$ cat config.mk
export PLATFORM = sky130hd
export DESIGN_NAME = user_edge_job_ctrl
export DESIGN_NICKNAME = d
export VERILOG_FILES = /design/src/rtl/user_edge_job_ctrl.sv
export SDC_FILE = /design/constraint.sdc
export NUM_CORES = 1
export LEC_CHECK = 0
export CELL_PAD_IN_SITES_DETAIL_PLACEMENT = 0
export CELL_PAD_IN_SITES_GLOBAL_PLACEMENT = 2
export CORE_ASPECT_RATIO = 1.75
export CORE_UTILIZATION = 27
export CTS_BUF_LIST = sky130_fd_sc_hd__clkbuf_16
export CTS_CLUSTER_SIZE = 28
export DETAILED_ROUTE_END_ITERATION = 8
export GPL_TIMING_DRIVEN = 0
export PLACE_DENSITY = 0.89
export SLEW_MARGIN = 40
export SYNTH_ARGS = -nofsm -noshare
export SYNTH_HDL_FRONTEND = slang
export SYNTH_SLANG_ARGS = --single-unit
$ cat constraint.sdc
create_clock -name clk_i -period 3.2 [get_ports clk_i]
set_input_delay 0.96 -clock clk_i [delete_from_list [all_inputs] [get_ports clk_i]]
set_output_delay 0.96 -clock clk_i [all_outputs]
set_load 0.05 [all_outputs]
$ cat src/rtl/user_edge_job_ctrl.sv
// user_edge_job_ctrl: sequences per-word OBI read requests to the edge accelerator, configured over an OBI slave
module user_edge_job_ctrl #(
  parameter int ADDR_WIDTH = 16,
  parameter int DATA_WIDTH = 32,
  parameter int ID_WIDTH = 4,
  parameter logic [ID_WIDTH-1:0] JOB_ID = 4'h3
) (
  input  logic                  clk_i,
  input  logic                  rst_ni,
  input  logic                  cfg_obi_req_i,
  input  logic [ADDR_WIDTH-1:0] cfg_obi_addr_i,
  input  logic [DATA_WIDTH-1:0] cfg_obi_wdata_i,
  input  logic                  cfg_obi_we_i,
  input  logic [ID_WIDTH-1:0]   cfg_obi_id_i,
  output logic                  cfg_obi_gnt_o,
  output logic                  cfg_obi_rvalid_o,
  output logic [DATA_WIDTH-1:0] cfg_obi_rdata_o,
  output logic [ID_WIDTH-1:0]   cfg_obi_rid_o,
  output logic                  cfg_obi_err_o,
  output logic                  mgr_obi_req_o,
  output logic [ADDR_WIDTH-1:0] mgr_obi_addr_o,
  output logic [DATA_WIDTH-1:0] mgr_obi_wdata_o,
  output logic                  mgr_obi_we_o,
  output logic [ID_WIDTH-1:0]   mgr_obi_id_o,
  input  logic                  mgr_obi_gnt_i,
  input  logic                  mgr_obi_rvalid_i,
  input  logic [DATA_WIDTH-1:0] mgr_obi_rdata_i,
  input  logic [ID_WIDTH-1:0]   mgr_obi_rid_i,
  input  logic                  mgr_obi_err_i,
  output logic                  irq_o
);
  localparam logic [ADDR_WIDTH-1:0] STRIDE = ADDR_WIDTH'(DATA_WIDTH / 8);
  typedef enum logic [1:0] {IDLE, ISSUE, WAIT} state_t;
  state_t                r_state;
  logic [ADDR_WIDTH-1:0] r_base, r_addr;
  logic [15:0]           r_count, r_progress;
  logic                  r_irq_en, r_busy, r_done, r_err, r_aborted, r_abort_pend, r_req, r_irq;
  logic                  r_rvalid, r_cfg_err;
  logic [DATA_WIDTH-1:0] r_rdata, w_rdata;
  logic [ID_WIDTH-1:0]   r_rid;
  logic [2:0]            w_off, w_w1c;
  logic                  w_wr, w_start, w_abort, w_lock, w_bad, w_hit, w_unused;
  assign w_off    = cfg_obi_addr_i[4:2];
  assign w_wr     = cfg_obi_req_i & cfg_obi_we_i;
  assign w_start  = w_wr && w_off == 3'd0 && cfg_obi_wdata_i[0];
  assign w_abort  = w_wr && w_off == 3'd0 && cfg_obi_wdata_i[2];
  assign w_w1c    = (w_wr && w_off == 3'd3) ? cfg_obi_wdata_i[3:1] : 3'b000;
  assign w_lock   = r_busy && (w_off == 3'd1 || w_off == 3'd2);
  assign w_bad    = w_off > 3'd4;
  assign w_hit    = mgr_obi_rvalid_i && mgr_obi_rid_i == JOB_ID;
  assign w_unused = ^{mgr_obi_rdata_i, cfg_obi_addr_i, cfg_obi_wdata_i};
  assign cfg_obi_gnt_o    = cfg_obi_req_i;
  assign cfg_obi_rvalid_o = r_rvalid;
  assign cfg_obi_rdata_o  = r_rdata;
  assign cfg_obi_rid_o    = r_rid;
  assign cfg_obi_err_o    = r_cfg_err;
  assign mgr_obi_req_o    = r_req;
  assign mgr_obi_addr_o   = r_addr;
  assign mgr_obi_wdata_o  = '0;
  assign mgr_obi_we_o     = 1'b0;
  assign mgr_obi_id_o     = JOB_ID;
  assign irq_o            = r_irq;
  // Register read mux, sampled on the grant cycle
  always_comb
    w_rdata = w_off == 3'd0 ? DATA_WIDTH'({r_irq_en, 1'b0}) :
              w_off == 3'd1 ? DATA_WIDTH'(r_base) :
              w_off == 3'd2 ? DATA_WIDTH'(r_count) :
              w_off == 3'd3 ? DATA_WIDTH'({r_aborted, r_err, r_done, r_busy}) :
              w_off == 3'd4 ? DATA_WIDTH'(r_progress) : '0;
  // Config slave: one-cycle response and programmable BASE/COUNT/IRQ_EN
  always_ff @(posedge clk_i or negedge rst_ni) begin
    if (!rst_ni) begin
      r_rvalid  <= 1'b0;
      r_rdata   <= '0;
      r_rid     <= '0;
      r_cfg_err <= 1'b0;
      r_base    <= '0;
      r_count   <= '0;
      r_irq_en  <= 1'b0;
    end else begin
      r_rvalid  <= cfg_obi_req_i;
      r_cfg_err <= cfg_obi_req_i & (w_bad | (cfg_obi_we_i & w_lock));
      if (cfg_obi_req_i) begin
        r_rid   <= cfg_obi_id_i;
        r_rdata <= cfg_obi_we_i ? '0 : w_rdata;
      end
      if (w_wr && !w_lock) begin
        if (w_off == 3'd0) r_irq_en <= cfg_obi_wdata_i[1];
        if (w_off == 3'd1) r_base <= cfg_obi_wdata_i[ADDR_WIDTH-1:0] & ~ADDR_WIDTH'(3);
        if (w_off == 3'd2) r_count <= cfg_obi_wdata_i[15:0];
      end
    end
  end
  // Job FSM: one outstanding request at a time; FSM status updates override same-cycle W1C
  always_ff @(posedge clk_i or negedge rst_ni) begin
    if (!rst_ni) begin
      r_state      <= IDLE;
      r_addr       <= '0;
      r_progress   <= '0;
      r_busy       <= 1'b0;
      r_done       <= 1'b0;
      r_err        <= 1'b0;
      r_aborted    <= 1'b0;
      r_abort_pend <= 1'b0;
      r_req        <= 1'b0;
      r_irq        <= 1'b0;
    end else begin
      if (w_w1c[0]) r_done <= 1'b0;
      if (w_w1c[1]) r_err <= 1'b0;
      if (w_w1c[2]) r_aborted <= 1'b0;
      case (r_state)
        IDLE: if (w_start && !w_abort) begin
          r_progress   <= '0;
          r_err        <= 1'b0;
          r_aborted    <= 1'b0;
          r_abort_pend <= 1'b0;
          if (r_count != 16'd0) begin
            r_done  <= 1'b0;
            r_busy  <= 1'b1;
            r_req   <= 1'b1;
            r_addr  <= r_base;
            r_state <= ISSUE;
          end else
            r_done <= 1'b1;
        end
        ISSUE: if (mgr_obi_gnt_i) begin
          r_req   <= 1'b0;
          r_state <= WAIT;
          if (w_abort) r_abort_pend <= 1'b1;
        end else if (w_abort) begin
          r_req     <= 1'b0;
          r_aborted <= 1'b1;
          r_done    <= 1'b1;
          r_busy    <= 1'b0;
          r_state   <= IDLE;
        end
        WAIT: begin
          if (w_abort) r_abort_pend <= 1'b1;
          if (w_hit) begin
            r_progress <= r_progress + 16'd1;
            if (mgr_obi_err_i || r_progress + 16'd1 == r_count || r_abort_pend || w_abort) begin
              r_err     <= r_err | mgr_obi_err_i;
              r_aborted <= r_aborted | (!mgr_obi_err_i && r_progress + 16'd1 != r_count);
              r_done    <= 1'b1;
              r_busy    <= 1'b0;
              r_state   <= IDLE;
            end else begin
              r_req   <= 1'b1;
              r_addr  <= r_addr + STRIDE;
              r_state <= ISSUE;
            end
          end
        end
        default: r_state <= IDLE;
      endcase
      r_irq <= r_irq_en & r_done;
    end
  end
endmodule

### After elaboration in Yosys (flattened, before gate mapping)

Index checks and enable logic that the tools add are counted.

* flip-flop bits (word level): 110
* bits of input ports: 95

* $add $sub $neg: 2
* order comparisons: 1
* equality and inequality tests: 18
* multiplexer cells: 57
* bitwise logic cells: 7
* reductions and logical operators: 30

Operator list (number)
* 16-bit two-way mux: 12
* 16-bit one-hot mux with 2 select lines: 2
* 1-bit two-way mux: 30
* 16-bit by 1-bit adder with 16-bit output (second input constant): 1
* 16-bit by 3-bit adder with 16-bit output (second input constant): 1
* 16-bit equality test: 1
* 16-bit inequality test: 1
* 2-bit inequality test (second input constant): 8
* 16-bit nonzero test: 1
* 1-bit one-hot mux with 3 select lines: 5
* 2-bit two-way mux: 5
* 1-bit logical AND: 9
* 7-bit AND reduction: 1
* 3-bit by 2-bit equality test with 1-bit output (second input constant): 2
* 2-bit one-hot mux with 3 select lines: 1
* 2-bit AND reduction: 3
* 3-bit AND reduction: 2
* 6-bit AND reduction: 1
* 5-bit AND reduction: 1
* 1-bit bitwise AND: 4
* 4-bit by 2-bit equality test with 1-bit output (second input constant): 1
* 1-bit logical OR: 4
* 4-bit AND reduction: 1
* 3-bit by 1-bit equality test with 1-bit output (second input constant): 1
* other kinds (13): 17

### Longest topological paths before layout

Gate-level depths: netlist (run 1).

* depth after elaboration: 8
* depth in mapped cells: 11

### Worst setup path after synthesis (run 1)

No wires, ideal clock.

* path kind: in2reg
* start point: input port cfg_obi_addr_i[4]
* end point: register r_addr[4] (netlist: mgr_obi_addr_o[4])
* setup time: 0.120 ns
* arrival time: 2.886 ns
* data required time: 3.080 ns
* setup slack: 0.194 ns
* stages on the path: 9
* path buffers: 2
* cells stage by stage: buf_2 -> nor3_1 -> a41oi_1 -> a211oi_2 -> nand2_1 -> buf_2 -> a22oi_1 -> o31ai_1 -> a31o_2

* cells in the longest elaborated chain, start to end: 7
* elaborated cells between the ends (all ways): 10

RTL lines
* start, declared: RTL line 11 `input logic [ADDR_WIDTH-1:0] cfg_obi_addr_i,`
* 3-bit zero test *: RTL line 45, 46
* 1-bit logical AND *: RTL line 45, 46
* 1-bit logical AND: RTL line 46 `assign w_abort = w_wr && w_off == 3'd0 && cfg_obi_wdata_i[2];`
* 1-bit zero test: RTL line 112 `IDLE: if (w_start && !w_abort) begin`
* 1-bit logical AND: RTL line 112
* 2-bit inequality test (no source line)
* 5-bit AND reduction (no source line) *
* end signal, assigned: RTL line 121 `r_addr <= r_base;`
* end signal, assigned: RTL line 149 `r_addr <= r_addr + STRIDE;`
* end, declared: RTL line 35 `logic [ADDR_WIDTH-1:0] r_base, r_addr;`

Mark *: on every way between the ends. The rest lies on a longest branch, timed or not.
A chain may end at the register's enable or synchronous reset.

### Final worst setup path (run 1)

* start point: register r_progress[0]
* end point: register r_addr[3] (netlist: mgr_obi_addr_o[3])

* cells in the longest elaborated chain, start to end: 7

RTL lines
* start, declared: RTL line 36 `logic [15:0] r_count, r_progress;`
* start signal, assigned: RTL line 140 `r_progress <= r_progress + 16'd1;`
* 16-bit by 1-bit adder with 16-bit output: RTL line 141 `if (mgr_obi_err_i || r_progress + 16'd1 == r_count || r_abort_pend || w_abort) begin`
* 16-bit equality test: RTL line 141
* 1-bit logical OR (3 in series): RTL line 141
* 2-bit inequality test (no source line)
* 5-bit AND reduction (no source line)

No other way between the ends.

==> results.cfg, run 1 <==
[sta]
fin_setup_tns_ps = 0
setup_viol = 0
slew_viol_final = 0
hold_viol = 0
min_period_ps = 3120
holdWs_ps = 439
layout_setup_ws_ps = 80.3
fin_crit_sh_pct = 97.5
max_freq_ghz = 0.321
fin_skew_ps = 9.17
slew_headroom_pct = 43.7
tightest_slew_ps = 845

[logic_synthesis]
synth_warnings = 0
synth_enable_flop_cells = 0
synth_top_flop_cell = dfrtp_1
synthCells = 636
synthArstFlopShare_pct = 100
ys_seq_elements = 92
yosysSeqAreaShare_pct = 39.9
syn_area_um2 = 5770
postSynthAreaPerCell_um2 = 9.08
synth.distinct_cells = 67

[grt]
overflow = 0
antenna_found_initial = 0
grt_max_degree = 67
grtUsageTotal_pct = 16.6
grt_pass1_wl_um = 27500
grt_pass1_vias = 4999

[clocking]
clk_latency_ps = 360
cts_buffer_depth = 2
cts_tree = yes
cts-buffers-inserted = 9
ctsRootBufferMaster = clkbuf_16
htreeDepth = 3
cts.sinks = 92
postCtsHoldBufs = 0
cts.clk_slew.worst_paths_ps = 70

[place]
port-buffer-count = 70
pre_cts_ws_ps = -1090
dpl.hpwl_um = 14100
dpl_cell_area_um2 = 7030
routabilityCongestion = 0.825

[floorplanning]
start_util_pct = 27.6
dieWidth_um = 113
die_area_um2 = 22000
io_pins = 189
die_y_um = 195
rows = 70
core-area_um2 = 20900

[worst_setup_path]
worstSetupPathType = register to register
cp_max_fo = 7
reg2reg_depth = 10
required_ps = 3450
worstReg2RegEnd = mgr_obi_addr_o[3]
r2r_slack_ps = 80
crit_path_cell_trace = ha_4 -> nand4_1 -> buf_4 -> a2111oi_1 -> nor3_2 -> nor4_4 -> a41oi_2 -> and2_4 -> o21ai_2 -> mux2_2
crit_path_max_incr_delay_ps = 470
cp.arrival_ps = 3370
r2r-start = r_progress[0]
start_kind = register
slowest_stage = a2111oi_1
setup.worst_path.end_class = register

[detailed_routing]
drt-total-wl_um = 18000
highest_layer = met4
drc = 0
met1Wirelength_um = 6420
met3WireLength_um = 580
viasPerCell = 4.93
drt_iter0_drc = 251
wl_met2_um = 10100
route.vias.total = 5107
ant_nets = 0
dr.pass1.iters = 5
wire_per_inst_um = 17.3

[cells_and_area]
drive_gt1_share_pct = 21.2
layout_commonest_cell = dfrtp_1
n_fill_cell = 2139
n_antenna_cell = 0
final_nets = 880
finalInstanceArea_um2 = 7430
areaGrowthSynthToFinish_pct = 28.7
final_cell_mix = dfrtp_1 (91), clkdlybuf4s50_1 (68), buf_4 (66), nand2_1 (57), conb_1 (55)

[pwr]
power.density_nw_per_um2 = 658
p_leak_uw = 0.00327
vdd_drop_max_v = 0.000263

[run]
cap_viol_max_count = 0

[min_path]
hp-class = input pin to asynchronous set/reset pin

[outcome]
status = complete, no violations
==> layout make-up <==
type | count | area, um2 | area share [%]
sequential | 92 | 2300 | 31.0
tap | 252 | 315 | 4.25
clock buffer | 9 | 225 | 3.03
buffer | 96 | 613 | 8.25
timing repair buffer | 79 | 792 | 10.7
clock inverter | 7 | 62.6 | 0.842
multi-input combinational | 470 | 3000 | 40.4
inverter | 31 | 116 | 1.57
==> sequential cells by signal (all words and copies together) (netlist names), 2 cells and up <==
| register | flops |
|---|---|
| r_progress | 16 |
| r_count | 16 |
| cfg_obi_rid_o | 4 |
| r_base | 14 |
| cfg_obi_rdata_o | 16 |
| r_state | 2 |
| mgr_obi_addr_o | 14 |
==> power breakdown <==
part | internal, uW | total (uW) | switching [uW] | leakage, uW
logic | 822 | 2170 | 1340 | 0.00191
registers | 1390 | 1660 | 272 | 0.00122
clock network | 545 | 1060 | 518 | 0.000139
==> metrics by stage <==
| step | total power, uW | cells | util (%) |
|---|---|---|---|
| after CTS | 4890 | 1035 | 35.3 |
| after global routing | 5130 | 1036 | 35.5 |
| final | 4890 | 1036 | 35.5 |
| after global placement | 3730 | 1011 | 33.4 |
| after floorplan | 3060 | 689 | - |
| after detailed placement | 3750 | 1012 | 33.6 |
==> Yosys cell counts (6+ instances only) <==
cell type	number	area share [%]
nor2_1	31	2.0
o21ai_0	36	3.1
buf_2	10	0.87
nand2b_1	6	0.65
clkbuf_1	23	1.5
nor2b_1	6	0.65
o211ai_1	9	1.2
inv_1	31	2.0
a22oi_1	6	0.78
xor2_1	11	1.7
xnor2_1	10	1.5
ha_1	6	1.3
a31oi_1	6	0.65
dfrtp_1	92	40
nand4_1	11	1.2
o31ai_1	12	1.6
a21oi_1	43	3.7
o22ai_1	17	1.8
buf_4	58	7.5
nor3_1	21	1.8
a31o_2	6	0.91
nand2_1	57	3.7
mux2_2	42	8.2
nand3_1	16	1.4
==> metal layers <==
| metal | GRT usage [%] | vias to the layer above |
|---|---|---|
| li1 | - | 2438 |
| met1 | 16.1 | 2463 |
| met2 | 32.5 | 160 |
| met3 | 2.23 | 46 |
| met4 | 10.1 | 0 |
| met5 | 0 | - |
==> logic make-up (layout without fill, tap and decap cells) <==
logic type / count (synthesis) / count (layout) / share of synthesized area, %
fa+ha+maj: 6 / 6 / 1.30
simple gates: 179 / 179 / 15.9
mux: 43 / 43 / 8.37
flops: 92 / 92 / 39.9
other cells: 2 / 55 / 0.130
xor+xnor: 22 / 22 / 3.47
buf+inv: 127 / 222 / 12.5
compound gates: 165 / 165 / 18.4
==> worst max-delay path by stage <==
stage	to	startpoint	slack, ps	cells past startpoint
floorplan	mgr_obi_addr_o[4]	cfg_obi_addr_i[4]	190	9
global placement	mgr_obi_addr_o[15]	rst_ni	-2480	1
detailed placement	mgr_obi_addr_o[4]	cfg_obi_addr_i[3]	-1090	9
CTS	mgr_obi_addr_o[14]	cfg_obi_req_i	10	11
global route	mgr_obi_addr_o[4]	cfg_obi_addr_i[2]	-3	9
finish	mgr_obi_addr_o[3]	r_progress[0]	80	10
==> critical path, delay by kind of cell (launching register included) <==
family / cells / cell delay, ps
adder cells (fa/ha/maj): 1 / 190
flip-flops: 1 / 450
AND/OR/NAND/NOR: 4 / 810
AO/OA/AOI/OAI: 3 / 960
multiplexers: 1 / 370
buffers and inverters: 1 / 220
==> repair_timing <==
| action | CTS | global route |
|---|---|---|
| cloned | 0 | 0 |
| pin swaps | 3 | 3 |
| setup endpoints to repair | 33 | 33 |
| buffers inserted | 7 | 1 |
| resized for setup | 7 | 12 |
Note: power is estimated with default switching activity, not from simulation.
==> run 2, diff against run 1 <==
--- a/config.mk
+++ b/config.mk
@@ -5,10 +5,10 @@
 export SDC_FILE = /design/constraint.sdc
 export NUM_CORES = 1
 export LEC_CHECK = 0
-export CELL_PAD_IN_SITES_DETAIL_PLACEMENT = 0
-export CELL_PAD_IN_SITES_GLOBAL_PLACEMENT = 2
+export CELL_PAD_IN_SITES_DETAIL_PLACEMENT = 1
+export CELL_PAD_IN_SITES_GLOBAL_PLACEMENT = 1
 export CORE_ASPECT_RATIO = 1.75
-export CORE_UTILIZATION = 27
+export CORE_UTILIZATION = 34
 export CTS_BUF_LIST = sky130_fd_sc_hd__clkbuf_16
 export CTS_CLUSTER_SIZE = 28
 export DETAILED_ROUTE_END_ITERATION = 8
==> results.cfg, run 2 (synthesis results as in run 1) <==
[cells_and_area]
finish.utilization_pct = 44.8
areaGrowthSynthToFinish_pct = 28.3
layout_commonest_cell = dfrtp_1
drive_gt1_share_pct = 21.6
final_nets = 884
finalInstanceArea_um2 = 7410
n_fill_cell = 1932
n_antenna_cell = 0
final_cell_mix = dfrtp_1 (90), buf_4 (70), clkdlybuf4s50_1 (68), nand2_1 (56), conb_1 (55)

[worst_setup_path]
cp_max_fo = 10
worstSetupPathType = input pin to register
worstPathBufferInverterCount = 2
cp.arrival_ps = 3390
required_ps = 3440
crit_path_cell_trace = clkdlybuf4s50_1 -> nor3_4 -> a41oi_1 -> a211oi_4 -> and2_1 -> buf_2 -> nand2_1 -> o22a_1 -> o31ai_1 -> a21oi_1
crit_path_max_incr_delay_ps = 540
slowest_stage = clkdlybuf4s50_1
start_kind = input pin
r2r_slack_ps = 60
path_delay_family = compound AO/OA/AOI/OAI gates
setup.worst_path.end_class = register

[sta]
layout_setup_ws_ps = 55.9
slew_viol_final = 0
holdWs_ps = 482
fin_crit_sh_pct = 98.3
max_freq_ghz = 0.318
fin_skew_ps = 11.4
min_period_ps = 3140
tightest_slew_ps = 808
hold_viol = 0
slew_headroom_pct = 46.1
rsz0062_at_grt = yes
setup_viol = 0

[clocking]
clk_latency_ps = 370
cts.sinks = 92
cts-buffers-inserted = 9
cts.clk_slew.worst_paths_ps = 70
htreeDepth = 3
ctsRootBufferMaster = clkbuf_16
cts_tree = yes
cts_buffer_depth = 2

[min_path]
hp-class = input pin to asynchronous set/reset pin

[floorplanning]
core-area_um2 = 16500
rows = 62
dieWidth_um = 101
die_area_um2 = 17500
io_pins = 189
start_util_pct = 34.9
die_y_um = 174

[run]
cap_viol_max_count = 0

[place]
dpl.hpwl_um = 14600
dpl_cell_area_um2 = 6990
pre_cts_ws_ps = -1050
routabilityCongestion = 0.874
port-buffer-count = 70

[outcome]
status = complete, no violations

[grt]
grt_max_degree = 52
antenna_found_initial = 0
grtUsageTotal_pct = 23.0
overflow = 0
grt_pass1_vias = 5892
grt_pass1_wl_um = 30800

[pwr]
power.density_nw_per_um2 = 666
p_leak_uw = 0.00328
vdd_drop_max_v = 0.000328

[detailed_routing]
wire_per_inst_um = 19.2
viasPerCell = 5.32
route.vias.total = 5382
drt-total-wl_um = 19400
drc = 0
drt_iter0_drc = 250
ant_nets = 0
dr.pass1.iters = 5
run 2: cell types whose count changed in the layout (fill, tap and decap cells not counted), sizes merged:
cell / delta
buf: +4
inv: -2
clkinvlp: +2
run 2: metal layers:
layer / vias to the layer above / routed length [um] / track usage [%] / part of all wire [%]
met5: - / 0 / 0 / 0
met4: 0 / 1290 / 16.2 / 6.6
met3: 82 / 808 / 3.86 / 4.2
met2: 199 / 10600 / 42.2 / 55
met1: 2659 / 6740 / 22.7 / 35
li1: 2442 / - / - / -
run 2: metrics by stage:
step	TNS (ps)	power, uW	cells
4_1_cts	0	4870	1007
6_report	0	4930	1012
3_3_place_gp	-242880	3680	983
5_1_grt	-74.9	5130	1012
3_5_place_dp	-28690	3770	984
2_1_floorplan	0	3060	689
run 2: area by class of cell:
class	count	area, um2	share of cell area [%]
sequential	92	2300	31.1
timing repair buffer	83	822	11.1
inverter	31	116	1.57
clock inverter	7	51.3	0.692
clock buffer	9	225	3.04
tap	224	280	3.78
buffer	96	613	8.27
multi-input combinational	470	3000	40.4
run 2: report_power, final:
| group | internal (uW) | leakage [uW] | switching [uW] | total, uW |
|---|---|---|---|---|
| clock network | 531 | 0.000131 | 500 | 1030 |
| logic | 827 | 0.00193 | 1410 | 2230 |
| registers | 1390 | 0.00121 | 279 | 1670 |
| total | 2750 | 0.00328 | 2190 | 4930 |
run 2: what timing repair did:
| action | 4_1_cts | 5_1_grt |
|---|---|---|
| buffers inserted | 7 | 5 |
| cloned | 0 | 0 |
| gates resized for setup | 8 | 11 |
| hold buffers | 0 | 0 |
| setup endpoints to repair | 32 | 32 |
| endpoints found under the hold margin | 0 | 0 |
| pin swaps | 3 | 3 |
run 2: final timing paths:
kind | end | startpoint | cells past startpoint
worst max-delay path | mgr_obi_addr_o[14] | cfg_obi_addr_i[2] | 10
worst min-delay path | r_state[0] | rst_ni | 1
worst max register to register | mgr_obi_req_o | r_progress[0] | 10
worst min register to register | r_abort_pend | r_abort_pend | 1
max in group asynchronous | r_base[11] | rst_ni | 2
min in group clk_i | r_abort_pend | r_abort_pend | 1
